==> config.mk <==
export PLATFORM = sky130hd
export DESIGN_NAME = shift_deser
export DESIGN_NICKNAME = d
export VERILOG_FILES = /design/src/rtl/shift_deser_pkg.sv /design/src/rtl/shift_deser_sipo_reg.sv /design/src/rtl/shift_deser.sv
export SDC_FILE = /design/constraint.sdc
export NUM_CORES = 1
export LEC_CHECK = 0
export CAP_MARGIN = 0
export CORE_AREA = 4 4 41 43
export DETAILED_ROUTE_END_ITERATION = 8
export DIE_AREA = 0 0 45 47
export PLACE_DENSITY = 0.78
export SYNTH_ARGS = -nofsm -noshare
export SYNTH_HDL_FRONTEND = slang
export SYNTH_SLANG_ARGS = --single-unit
==> constraint.sdc <==
create_clock -name clk -period 1.1 [get_ports clk]
set_input_delay 0.165 -clock clk [delete_from_list [all_inputs] [get_ports clk]]
set_output_delay 0.165 -clock clk [all_outputs]
set_load 0.005 [all_outputs]
==> src/rtl/shift_deser_pkg.sv <==
// Shared state encoding and counter-width helper for the serial deserializer.
package shift_deser_pkg;

  typedef enum logic {
    ST_IDLE  = 1'b0,
    ST_SHIFT = 1'b1
  } state_e;

  // Bit-count width for an N-bit frame; never narrower than one bit.
  function automatic int cnt_w(input int n);
    return (n <= 2) ? 1 : $clog2(n);
  endfunction

endpackage

==> src/rtl/shift_deser_sipo_reg.sv <==
// N-bit serial-in/parallel-out register, MSB-first, with synchronous clear.
module sipo_reg #(
  parameter int N = 4
) (
  input  logic         clk,
  input  logic         clr,
  input  logic         en,
  input  logic         din,
  output logic [N-1:0] q
);

  logic [N-1:0] q_q, q_d;

  always_comb begin
    q_d = q_q;
    if (en) q_d = {q_q[N-2:0], din};
  end

  always_ff @(posedge clk) begin
    if (clr) q_q <= '0;
    else     q_q <= q_d;
  end

  assign q = q_q;

endmodule

==> src/rtl/shift_deser.sv <==
// Serial-to-parallel receiver: start bit, then N data bits MSB-first,
// delivered through a valid/ack handshake with a sticky overrun flag.
module shift_deser
  import shift_deser_pkg::*;
#(
  parameter int N = 4
) (
  input  logic         clk,
  input  logic         res,
  input  logic         en,
  input  logic         din,
  input  logic         ack,
  output logic [N-1:0] dout,
  output logic         valid,
  output logic         busy,
  output logic         overrun
);

  localparam int            CW   = cnt_w(N);
  localparam logic [CW-1:0] LAST = CW'(N - 1);

  state_e        state_q, state_d;
  logic [CW-1:0] cnt_q, cnt_d;
  logic [N-1:0]  dout_q, dout_d;
  logic          valid_q, valid_d;
  logic          ovr_q, ovr_d;
  logic [N-1:0]  sr;
  logic          shift_go, done, accept, drop;

  assign shift_go = (state_q == ST_SHIFT) && en;
  assign done     = shift_go && (cnt_q == LAST);
  assign accept   = valid_q && ack;
  assign drop     = done && valid_q && !ack;

  sipo_reg #(.N(N)) u_sr (
    .clk (clk),
    .clr (res),
    .en  (shift_go),
    .din (din),
    .q   (sr)
  );

  always_comb begin
    state_d = state_q;
    cnt_d   = cnt_q;
    dout_d  = dout_q;
    valid_d = valid_q;
    ovr_d   = ovr_q;

    unique case (state_q)
      ST_IDLE: begin
        if (en && din) begin
          state_d = ST_SHIFT;
          cnt_d   = '0;
        end
      end
      ST_SHIFT: begin
        if (done) begin
          state_d = ST_IDLE;
          cnt_d   = '0;
        end else if (shift_go) begin
          cnt_d = cnt_q + CW'(1);
        end
      end
      default: state_d = ST_IDLE;
    endcase

    // The completing bit goes straight to dout; sr still lags it by one.
    if (done && !drop) begin
      dout_d  = {sr[N-2:0], din};
      valid_d = 1'b1;
    end else if (accept) begin
      valid_d = 1'b0;
    end

    if (drop)        ovr_d = 1'b1;
    else if (accept) ovr_d = 1'b0;
  end

  always_ff @(posedge clk) begin
    if (res) begin
      state_q <= ST_IDLE;
      cnt_q   <= '0;
      dout_q  <= '0;
      valid_q <= 1'b0;
      ovr_q   <= 1'b0;
    end else begin
      state_q <= state_d;
      cnt_q   <= cnt_d;
      dout_q  <= dout_d;
      valid_q <= valid_d;
      ovr_q   <= ovr_d;
    end
  end

  assign dout    = dout_q;
  assign valid   = valid_q;
  assign busy    = (state_q == ST_SHIFT);
  assign overrun = ovr_q;

endmodule

Yosys cells after proc, flatten, opt, wreduce, memory -nomap -nowiden
Index checks and enable logic that the tools add are counted.

Equality and inequality tests: 3. $add $sub $neg: 1. Multiplexer cells: 10. Bitwise operators: 1. Reductions and logical operators: 12.

Operator list (number): 1-bit logical AND (7); 2-bit 2-to-1 mux (3); 1-bit 2-to-1 mux (5); 2-bit case mux with 2 select lines (1); 2-bit nonzero test (2); 3-bit by 1-bit inequality test with 1-bit output (second input constant) (1); 2-bit by 1-bit adder with 2-bit output (second input constant) (1); 2-bit equality test (second input constant) (1); 1-bit logical NOT (2); 2-bit inequality test (second input constant) (1); 1-bit case mux with 2 select lines (1); 2-bit AND reduction (1); 1-bit NOT (1).

Word-level logic and storage cells: 33. Output and inout port bits: 7. Input bits: 5. Register bits after elaboration: 12.

Depth between registers and ports, before layout
Gate-level depths: netlist of the first run.

Depth after elaboration: 7. Gate-level depth with buffers: 5. Mapped depth without buffers: 4.

By module
From an unflattened synthesis of the first run, not the netlist that was laid out.

Cells, all modules: 54. Area total of the unflattened synthesis: 546.8 sq um.

Modules (own cells, without submodules): shift_deser (area each 406.6 sq um, instances 1, cells each 41, sequential area each 180.2 sq um); sipo_reg (area each 140.1 sq um, instances 1, cells each 13, sequential area each 80.1 sq um).

Least setup slack after synthesis of the first run
No wires, ideal clock.

Kind: reg2reg. From: register cnt_q[0]. To: register dout_q[0], in the netlist dout[0]. Setup time: 0.072 ns. Slack: 0.023 ns. Required time: 1.028 ns. Path buffers: 1. Arrival time: 1.005 ns. Cell stages (with the launch flop): 6. Period minus slack after synthesis: 1.077 ns. Path through: dfxtp_1 ha_1 nand3_1 nor2b_1 buf_4 mux2i_1.

Cells in the longest elaborated chain, start to end: 6.

RTL lines: from (decl) (line shift_deser.sv:23) `logic [CW-1:0] cnt_q, cnt_d;`; from (signal assigned) (line shift_deser.sv:89) `cnt_q <= cnt_d;`; 2-bit equality test (*) (line shift_deser.sv:31) `assign done = shift_go && (cnt_q == LAST);`; 1-bit logical AND (*) (line shift_deser.sv:31); 1-bit logical AND (2 in a row) (line shift_deser.sv:33) `assign drop = done && valid_q && !ack;`; 1-bit logical NOT (line shift_deser.sv:69) `if (done && !drop) begin`; 1-bit logical AND (*) (line shift_deser.sv:69); to (signal assigned) (line shift_deser.sv:90) `dout_q <= dout_d;`; to (decl) (line shift_deser.sv:24) `logic [N-1:0] dout_q, dout_d;`.

Mark *: on every way between the ends. The rest lies on a longest branch, timed or not. A chain may end at the register's enable or synchronous reset.

Final worst setup path of the first run
From: register cnt_q[1]. To: register cnt_q[0].

Cells in the longest elaborated chain, start to end: 4. Elaborated cells on any way between the ends: 6. Those cells by class: eq/ne: 2; mux: 2; reduce/logical: 2.

RTL lines (line): 2-bit equality test (*) (shift_deser.sv:31); 1-bit logical AND (*) (shift_deser.sv:31); 2-bit 2-to-1 mux or 3-bit by 1-bit inequality test with 1-bit output (tied branches); 2-bit case mux with 2 select lines or 2-bit AND reduction (tied branches).

Marked as above.

==> impl_metrics.json, run 1 <==
{
  "arrival_ps": 1290,
  "skew_ps": 0.952,
  "die_y_um": 47,
  "cellLeakagePower_nw": 0.327,
  "vdd.ir_drop.worst_uv": 552,
  "hold_viol": 0,
  "dieArea_um2": 2120,
  "grt_pass1_wl_um": 1970,
  "first_pass_iters": 4,
  "place_congestion": 0.794,
  "clockRootBuffer": "clkbuf_4",
  "grt_use_total_pct": 13.6,
  "netlist_area_um2": 524,
  "synthTopCellsByCount": "12 x dfxtp_1, 9 x nand2b_1, 6 x nand2_1",
  "dp_hpwl_um": 787,
  "first_iter_violations": 5,
  "grt_setup_unrepaired": "true",
  "clockBufferDepth": 2,
  "n_antenna_cell": 0,
  "syn_to_final_growth_pct": 47.5,
  "drc": 0,
  "rows": 13,
  "cts.sinks": 12,
  "avgSynthCellArea_um2": 9.53,
  "fin_area_um2": 773,
  "required_ps": 1320,
  "synth_area_leader_cell": "dfxtp_1",
  "viasPerCell": 5.00,
  "fmax_mhz": 927,
  "p_switching_uw": 197,
  "internal_power_uw": 689,
  "maxSlewHeadroom_pct": 76.2,
  "synthCells": 55,
  "place_area_um2": 694,
  "synth_top_cell_area_share_pct": 45.8,
  "antenna_found_initial": 0,
  "vias": 465,
  "cp-start-kind": "flip-flop",
  "clkLatencyLatePin_ps": 280,
  "num-nets-final": 85,
  "setup_viol": 0,
  "drv_cap": 0,
  "synthArstFlopShare_pct": 0,
  "cts_tree": "built",
  "core-area_um2": 1300,
  "crit_path_end_kind": "flip-flop",
  "synth_fp_nets": 61,
  "period_needed_ps": 1080,
  "tightestPinTransition_ps": 356,
  "yosysMostFrequentCell": "dfxtp_1",
  "cts_buffers": 3,
  "drive_above_1_share_pct": 33.3,
  "p_sw_share_pct": 22.3,
  "wl_per_cell_um": 12.2,
  "io_pins": 12,
  "grt-ovfl-total": 0,
  "power_uw": 887,
  "p_per_area_nw_per_um2": 1150,
  "synth_edf_count": 0,
  "synthTopCellsByArea": "dfxtp_1 46%, nand2b_1 11%, mux2i_1 7.6%",
  "io_buffer_count": 11,
  "seqPwrFrac_pct": 50.5,
  "synthFlopType": "dfxtp_1",
  "outcome": "finished clean",
  "combPwrFrac_pct": 9.5,
  "period_share_pct": 98.1,
  "initial_utilization_pct": 40.3,
  "clock_power_share_pct": 40.0,
  "grt_max_degree": 13,
  "ys_ff_latch": 12,
  "ant_nets": 0,
  "stdcell_count": 93,
  "dp_cells": 87,
  "cp_max_fo": 3,
  "ys_seq_area_share_pct": 45.8,
  "h-tree-depth": 1,
  "yosys_warnings": 0,
  "holdCritPathClass": "input port to flip-flop",
  "clk_pin_slew_ps": 70,
  "grt_pass1_vias": 418,
  "die_w_um": 45,
  "maxSlewViolCount": 0,
  "synth_cell_types": 20,
  "worstSetupPathType": "flip-flop to flip-flop",
  "wl_um": 1140
}
## worst paths after layout
| check | start | endpoint | slack [ps] | cells after the start |
|---|---|---|---|---|
| min | en | valid$_SDFFE_PP0P_ | 360 | 4 |
| max reg2reg | cnt_q[1]$_SDFFE_PP0P_ | cnt_q[0]$_SDFFE_PP0P_ | 20 | 3 |
| min reg2reg | u_sr.q[2]$_SDFFE_PP0P_ | u_sr.q[2]$_SDFFE_PP0P_ | 460 | 2 |
| max | cnt_q[1]$_SDFFE_PP0P_ | cnt_q[0]$_SDFFE_PP0P_ | 20 | 3 |
## registers in the layout, indices dropped and copies added, names as in the netlist
name	count
dout	4
busy	1
valid	1
cnt_q	2
u_sr.q	3
overrun	1
## cell usage in the layout (no fill, tap or decap), drive strengths merged
| master | n |
|---|---|
| nand2b | 9 |
| clkdlybuf4s50 | 3 |
| nand2 | 7 |
| nor2b | 1 |
| mux2i | 4 |
| buf | 12 |
| a32oi | 1 |
| nand3 | 4 |
| o21ai | 1 |
| a211oi | 1 |
| dfxtp | 12 |
| or3 | 1 |
| dlymetal6s2s | 1 |
| nor2 | 1 |
| a41oi | 1 |
| clkbuf | 4 |
| a21oi | 6 |
| dlygate4sd2 | 7 |
| ha | 1 |
| nand3b | 1 |
## metrics by stage
step | hold slack [ps] | TNS (ps) | util [%] | setup slack, ps
after floorplan | 267 | 0 | - | 23.1
after global placement | 444 | -2080 | 53.4 | -281
after detailed placement | 453 | -2330 | 53.4 | -290
after CTS | 461 | 0 | 57.7 | 3.02
after global routing | 375 | -263 | 59.4 | -80.0
final | 359 | 0 | 59.4 | 21.1
## power by group through the flow
stage          combinational [mW]  clock (mW)  sequential [mW]
5_1_grt                    0.0928       0.381            0.449
3_5_place_dp               0.0824           0            0.457
3_3_place_gp               0.0799           0            0.457
2_1_floorplan              0.0427           0            0.454
6_report                   0.0843       0.355            0.447
4_1_cts                    0.0817       0.360            0.447
## worst max-delay path: stages, from the launching register on
cell     delay, ps
dfxtp_2        340
ha_4           160
or3_1          370
a21oi_2        140
## cell families after synthesis
kind of cell    count (synthesis)  share of synthesized area (%)
fa+ha+maj                       1                           2.39
flops                          12                           45.8
mux                             4                           7.64
simple gates                   24                           25.5
buf+inv                         4                           6.44
compound gates                 10                           12.2
## repair_timing
item                                    CTS  global route
buffers inserted                          1             1
endpoints found under the setup margin   12             6
resized for setup                        15             4
hold buffers                              0             0
pin swaps                                 0             2
## final cells by class
cell class	count	area, µm²
tap	15	18.8
clock buffer	4	36.3
fill	120	528
sequential	12	249
multi-input combinational	39	275
timing repair buffer	23	194
## per-layer routing
| metal | part of all wire (%) | track usage [%] | up-vias |
|---|---|---|---|
| met5 | 0 | 0 | - |
| met2 | 50 | 21.2 | 12 |
| met3 | 4.8 | 2.30 | 5 |
| li1 | - | - | 234 |
| met1 | 42 | 15.9 | 214 |
| met4 | 3.4 | 12.3 | 0 |
(Power assumes the default switching activity.)
==> run 2: changes to the inputs <==
==> constraint.sdc (replaced) <==
create_clock -name clk -period 1.1 [get_ports clk]
set_input_delay 0.22 -clock clk [delete_from_list [all_inputs] [get_ports clk]]
set_output_delay 0.22 -clock clk [all_outputs]
set_load 0.005 [all_outputs]
==> run 2 against run 1 <==
Effect of this change:
- the run now ends with negative setup slack left
- largest power group unchanged
- register-to-register slack worse by 30 ps
- cell count decreased by 1.1%
- power down 10%
- worst setup slack got worse by 29 ps
- count of clock-buffer cells in the layout fell by 1
- critical path depth increased by 2
- hold slack better by 110 ps
==> impl_metrics.json, run 2 (synthesized netlist as in run 1, its figures left out) <==
{
  "cp-start-kind": "flip-flop",
  "clockRootBuffer": "clkbuf_4",
  "fmax_mhz": 902,
  "crit_path_end_kind": "flip-flop",
  "dieArea_um2": 2120,
  "grt_pass1_wl_um": 1770,
  "outcome": "finished, violations left",
  "dp_hpwl_um": 807,
  "cts_tree": "built",
  "wl_per_cell_um": 11.6,
  "antenna_found_initial": 0,
  "arrival_ps": 1300,
  "cts.sinks": 12,
  "drc": 0,
  "num-nets-final": 85,
  "period_needed_ps": 1110,
  "initial_utilization_pct": 40.3,
  "final_common_cell": "buf_4",
  "worstSetupPathType": "flip-flop to flip-flop",
  "io_buffer_count": 11,
  "period_share_pct": 101,
  "largest_reg_flops": 4,
  "skew_ps": 5.62,
  "clk_pin_slew_ps": 70,
  "drive_above_1_share_pct": 31.2,
  "fillerInstances": 121,
  "cp_max_fo": 10,
  "die_w_um": 45,
  "place_ws_ps": -373,
  "core-area_um2": 1300,
  "place_congestion": 0.767,
  "grt_setup_unrepaired": "true",
  "grt-ovfl-total": 0,
  "setup_viol": 1,
  "grt_max_degree": 13,
  "clkLatencyLatePin_ps": 260,
  "utilization_pct": 58.4,
  "hold_viol": 0,
  "p_per_area_nw_per_um2": 1050,
  "maxSlewHeadroom_pct": 76.7,
  "setup_slack_ps": -8.06,
  "required_ps": 1290,
  "dp_cells": 88,
  "rows": 13,
  "violations": "negative setup slack",
  "vdd.ir_drop.worst_uv": 467,
  "first_iter_violations": 22,
  "hold_slack_ps": 466,
  "layout_common_cells": "11 x buf_4, 9 x nand2b_1, 7 x dfxtp_1, 7 x dlygate4sd2_1, 6 x nand2_1",
  "vias": 466,
  "cts_hold_buf": 0,
  "tightestPinTransition_ps": 349,
  "maxSlewViolCount": 0,
  "wl_um": 1060,
  "stdcell_count": 92,
  "h-tree-depth": 1,
  "first_pass_iters": 4,
  "grt_pass1_vias": 463,
  "cts_buffers": 3,
  "ant_nets": 0,
  "viasPerCell": 5.07,
  "grt_use_total_pct": 11.8,
  "holdCritPathClass": "flip-flop to flip-flop",
  "io_pins": 12,
  "syn_to_final_growth_pct": 44.9,
  "cellLeakagePower_nw": 0.307,
  "drv_cap": 0,
  "n_antenna_cell": 0,
  "clockBufferDepth": 2,
  "die_y_um": 47
}
-- run 2: worst paths after layout --
check | from | endpoint | slack [ps] | depth (start not counted)
setup reg to reg | busy$_SDFF_PP0_ | dout[2]$_SDFFE_PP0P_ | -8 | 5
hold / removal | u_sr.q[2]$_SDFFE_PP0P_ | u_sr.q[2]$_SDFFE_PP0P_ | 470 | 2
hold reg to reg | u_sr.q[2]$_SDFFE_PP0P_ | u_sr.q[2]$_SDFFE_PP0P_ | 470 | 2
setup / recovery | busy$_SDFF_PP0_ | dout[2]$_SDFFE_PP0P_ | -8 | 5
-- run 2: report_power, final --
group | leakage [nW] | switching, mW | internal, mW | total [mW]
registers | 0.0993 | 0.00593 | 0.441 | 0.447
clock network | 0.0138 | 0.131 | 0.126 | 0.257
logic | 0.193 | 0.0378 | 0.0522 | 0.0900
-- run 2: per-stage QoR --
| step | power, mW | TNS, ps | instance area (µm²) |
|---|---|---|---|
| global route | 0.832 | -285 | 759 |
| finish | 0.794 | -8.06 | 759 |
| detailed placement | 0.545 | -2930 | 714 |
| global placement | 0.544 | -2670 | 714 |
| CTS | 0.791 | -9.96 | 749 |
| floorplan | 0.497 | 0 | 524 |
-- run 2: area by class of cell --
cell class | count | area [µm²] | area share, %
Sequential cell | 12 | 246 | 32.5
Tap cell | 15 | 18.8 | 2.47
Multi-Input combinational cell | 39 | 268 | 35.3
Timing Repair Buffer | 23 | 204 | 26.9
Clock buffer | 3 | 22.5 | 2.97
-- run 2: metal layers --
layer | wire, µm | global-route usage, %
met5 | 0 | 0
met4 | 12 | 7.02
met3 | 53 | 3.45
met2 | 531 | 20.1
met1 | 465 | 13.1
-- run 2: critical path, stage by stage, from the launching register on --
cell	delay (ps)
dfxtp_2	360
buf_12	130
nand3_2	80
nor2b_1	120
buf_4	150
mux2i_1	190
-- run 2: repair_timing --
action / 4_1_cts / 5_1_grt
pin swaps: 2 / 1
setup buffers: 0 / 1
setup endpoints to repair: 13 / 8
hold endpoints to repair: 0 / 0
resized for setup: 15 / 2
==> run 3: changes to the inputs <==
--- a/config.mk
+++ b/config.mk
@@ -6,9 +6,9 @@
 export NUM_CORES = 1
 export LEC_CHECK = 0
 export CAP_MARGIN = 0
-export CORE_AREA = 4 4 41 43
+export CORE_AREA = 2 2 39 41
 export DETAILED_ROUTE_END_ITERATION = 8
-export DIE_AREA = 0 0 45 47
+export DIE_AREA = 0 0 41 43
 export PLACE_DENSITY = 0.78
 export SYNTH_ARGS = -nofsm -noshare
 export SYNTH_HDL_FRONTEND = slang
==> run 3 against run 2 <==
Effect of this change:
- the run still ends with negative setup slack left
- flip-flop and latch count did not move
- register-to-register slack got worse by 20 ps
- sequential power barely moved
- worst setup slack worse by 18 ps
- non-clock buffer count rose by 6
- critical endpoint is now cnt_q[0]$_SDFFE_PP0P_
==> impl_metrics.json, run 3 (synthesized netlist as in run 1, its figures left out) <==
{
  "power_uw": 815,
  "die_w_um": 41,
  "cts_tree": "built",
  "viasPerCell": 4.90,
  "grt_setup_unrepaired": "true",
  "maxSlewViolCount": 0,
  "worstRegToRegCells": 5,
  "h-tree-depth": 1,
  "skew_ps": 4.00,
  "grt_use_total_pct": 17.1,
  "ant_nets": 0,
  "cp_slowest_stage_delay_ps": 330,
  "required_ps": 1290,
  "cp-start-kind": "flip-flop",
  "violations": "negative setup slack",
  "cts.sinks": 12,
  "fmax_mhz": 888,
  "outcome": "finished, violations left",
  "worstPathCellList": "buf_6, buf_6, nand2_4, or3_4, a21oi_2",
  "initial_utilization_pct": 37.9,
  "maxSlewHeadroom_pct": 80.6,
  "wl_um": 1230,
  "grt_pass1_vias": 474,
  "dr_wl_met2_um": 652,
  "grt_pass1_wl_um": 1960,
  "dieArea_um2": 1760,
  "clkLatencyLatePin_ps": 270,
  "rows": 14,
  "period_share_pct": 102,
  "clockRootBuffer": "clkbuf_4",
  "drc": 0,
  "worstHoldPathCells": 2,
  "core-area_um2": 1380,
  "wl_per_cell_um": 12.5,
  "wl_met3_um": 57,
  "final_common_cell": "buf_4",
  "tightestPinTransition_ps": 290,
  "io_pins": 12,
  "die_y_um": 43,
  "largest_reg_flops": 4,
  "n_antenna_cell": 0,
  "worst_path_max_delay_cell": "dfxtp_2",
  "clk_pin_slew_ps": 70,
  "p_per_area_nw_per_um2": 997,
  "vdd.ir_drop.worst_uv": 870,
  "dp_hpwl_um": 799,
  "cp_max_fo": 4,
  "fillerInstances": 129,
  "hold_slack_ps": 466,
  "cellLeakagePower_nw": 0.345,
  "utilization_pct": 59.0,
  "period_needed_ps": 1130,
  "wl_met1_um": 514,
  "drv_cap": 0,
  "cts_buffers": 3,
  "setup_viol": 1,
  "syn_to_final_growth_pct": 55.8,
  "worstSetupPathType": "flip-flop to flip-flop",
  "io_buffer_count": 11,
  "cts_hold_buf": 0,
  "crit_path_end_kind": "flip-flop",
  "clockBufferDepth": 2,
  "highest_layer": "met4",
  "arrival_ps": 1320,
  "grt-ovfl-total": 0,
  "grt_max_degree": 12,
  "setup_slack_ps": -25.6,
  "setup-tns-final_ps": -25.6,
  "place_congestion": 0.733,
  "first_pass_iters": 5,
  "cp_common_cell": "buf_6",
  "first_iter_violations": 9,
  "holdCritPathClass": "flip-flop to flip-flop",
  "antenna_found_initial": 0,
  "num-nets-final": 91,
  "vias": 485,
  "drive_above_1_share_pct": 41.0,
  "layout_common_cells": "16 x buf_4, 9 x nand2b_1, 8 x dlygate4sd2_1",
  "hold_viol": 0
}
[run 3: changes by cell type in the layout (fill, tap and decap cells not counted), sizes merged]
cell,previous run,this run
buf,12,18
clkdlybuf4s15,1,0
dlygate4sd2,7,8
[run 3: what timing repair did]
| item | in CTS | in global routing |
|---|---|---|
| setup endpoints to repair | 13 | 12 |
| setup buffers | 5 | 0 |
| cloned | 0 | 0 |
| pin swaps | 3 | 3 |
| gates resized for setup | 22 | 2 |
[run 3: report_power, final]
part,internal [mW],switching (mW)
clock,0.127,0.133
sequential,0.441,0.00500
combinational,0.0632,0.0464
[run 3: cell type report]
type,instances,area [µm²],area share [%]
timing repair buffer,29,243,29.7
tap,16,20.0,2.45
multi-input combinational,39,284,34.8
sequential,12,248,30.3
clock buffer,3,22.5,2.76
[run 3: metal layers]
layer  vias up  global-route usage, %
met5         -                      0
met3         2                   3.14
met4         0                   10.0
met1       225                   18.7
met2        12                   28.4
li1        246                      -
[run 3: through the flow]
stage	std cells	area [µm²]	worst slack, ps
global placement	92	726	-351
detailed placement	92	726	-386
finish	99	817	-25.6
CTS	100	823	-69.7
global route	99	817	-86.7
floorplan	55	524	23.1
[run 3: worst max-delay path: cells and delay by family, from the launching register on]
| kind | cells | cell delay [ps] |
|---|---|---|
| and+or+nand+nor | 2 | 370 |
| DFF | 1 | 330 |
| buffers and inverters | 2 | 210 |
| AOI/OAI and AO/OA | 1 | 140 |
[run 3: final timing paths]
kind                          startpoint                      to  slack (ps)
setup / recovery         busy$_SDFF_PP0_   cnt_q[0]$_SDFFE_PP0P_         -30
hold / removal    u_sr.q[2]$_SDFFE_PP0P_  u_sr.q[2]$_SDFFE_PP0P_         470
setup reg to reg         busy$_SDFF_PP0_   cnt_q[0]$_SDFFE_PP0P_         -30
hold reg to reg   u_sr.q[2]$_SDFFE_PP0P_  u_sr.q[2]$_SDFFE_PP0P_         470
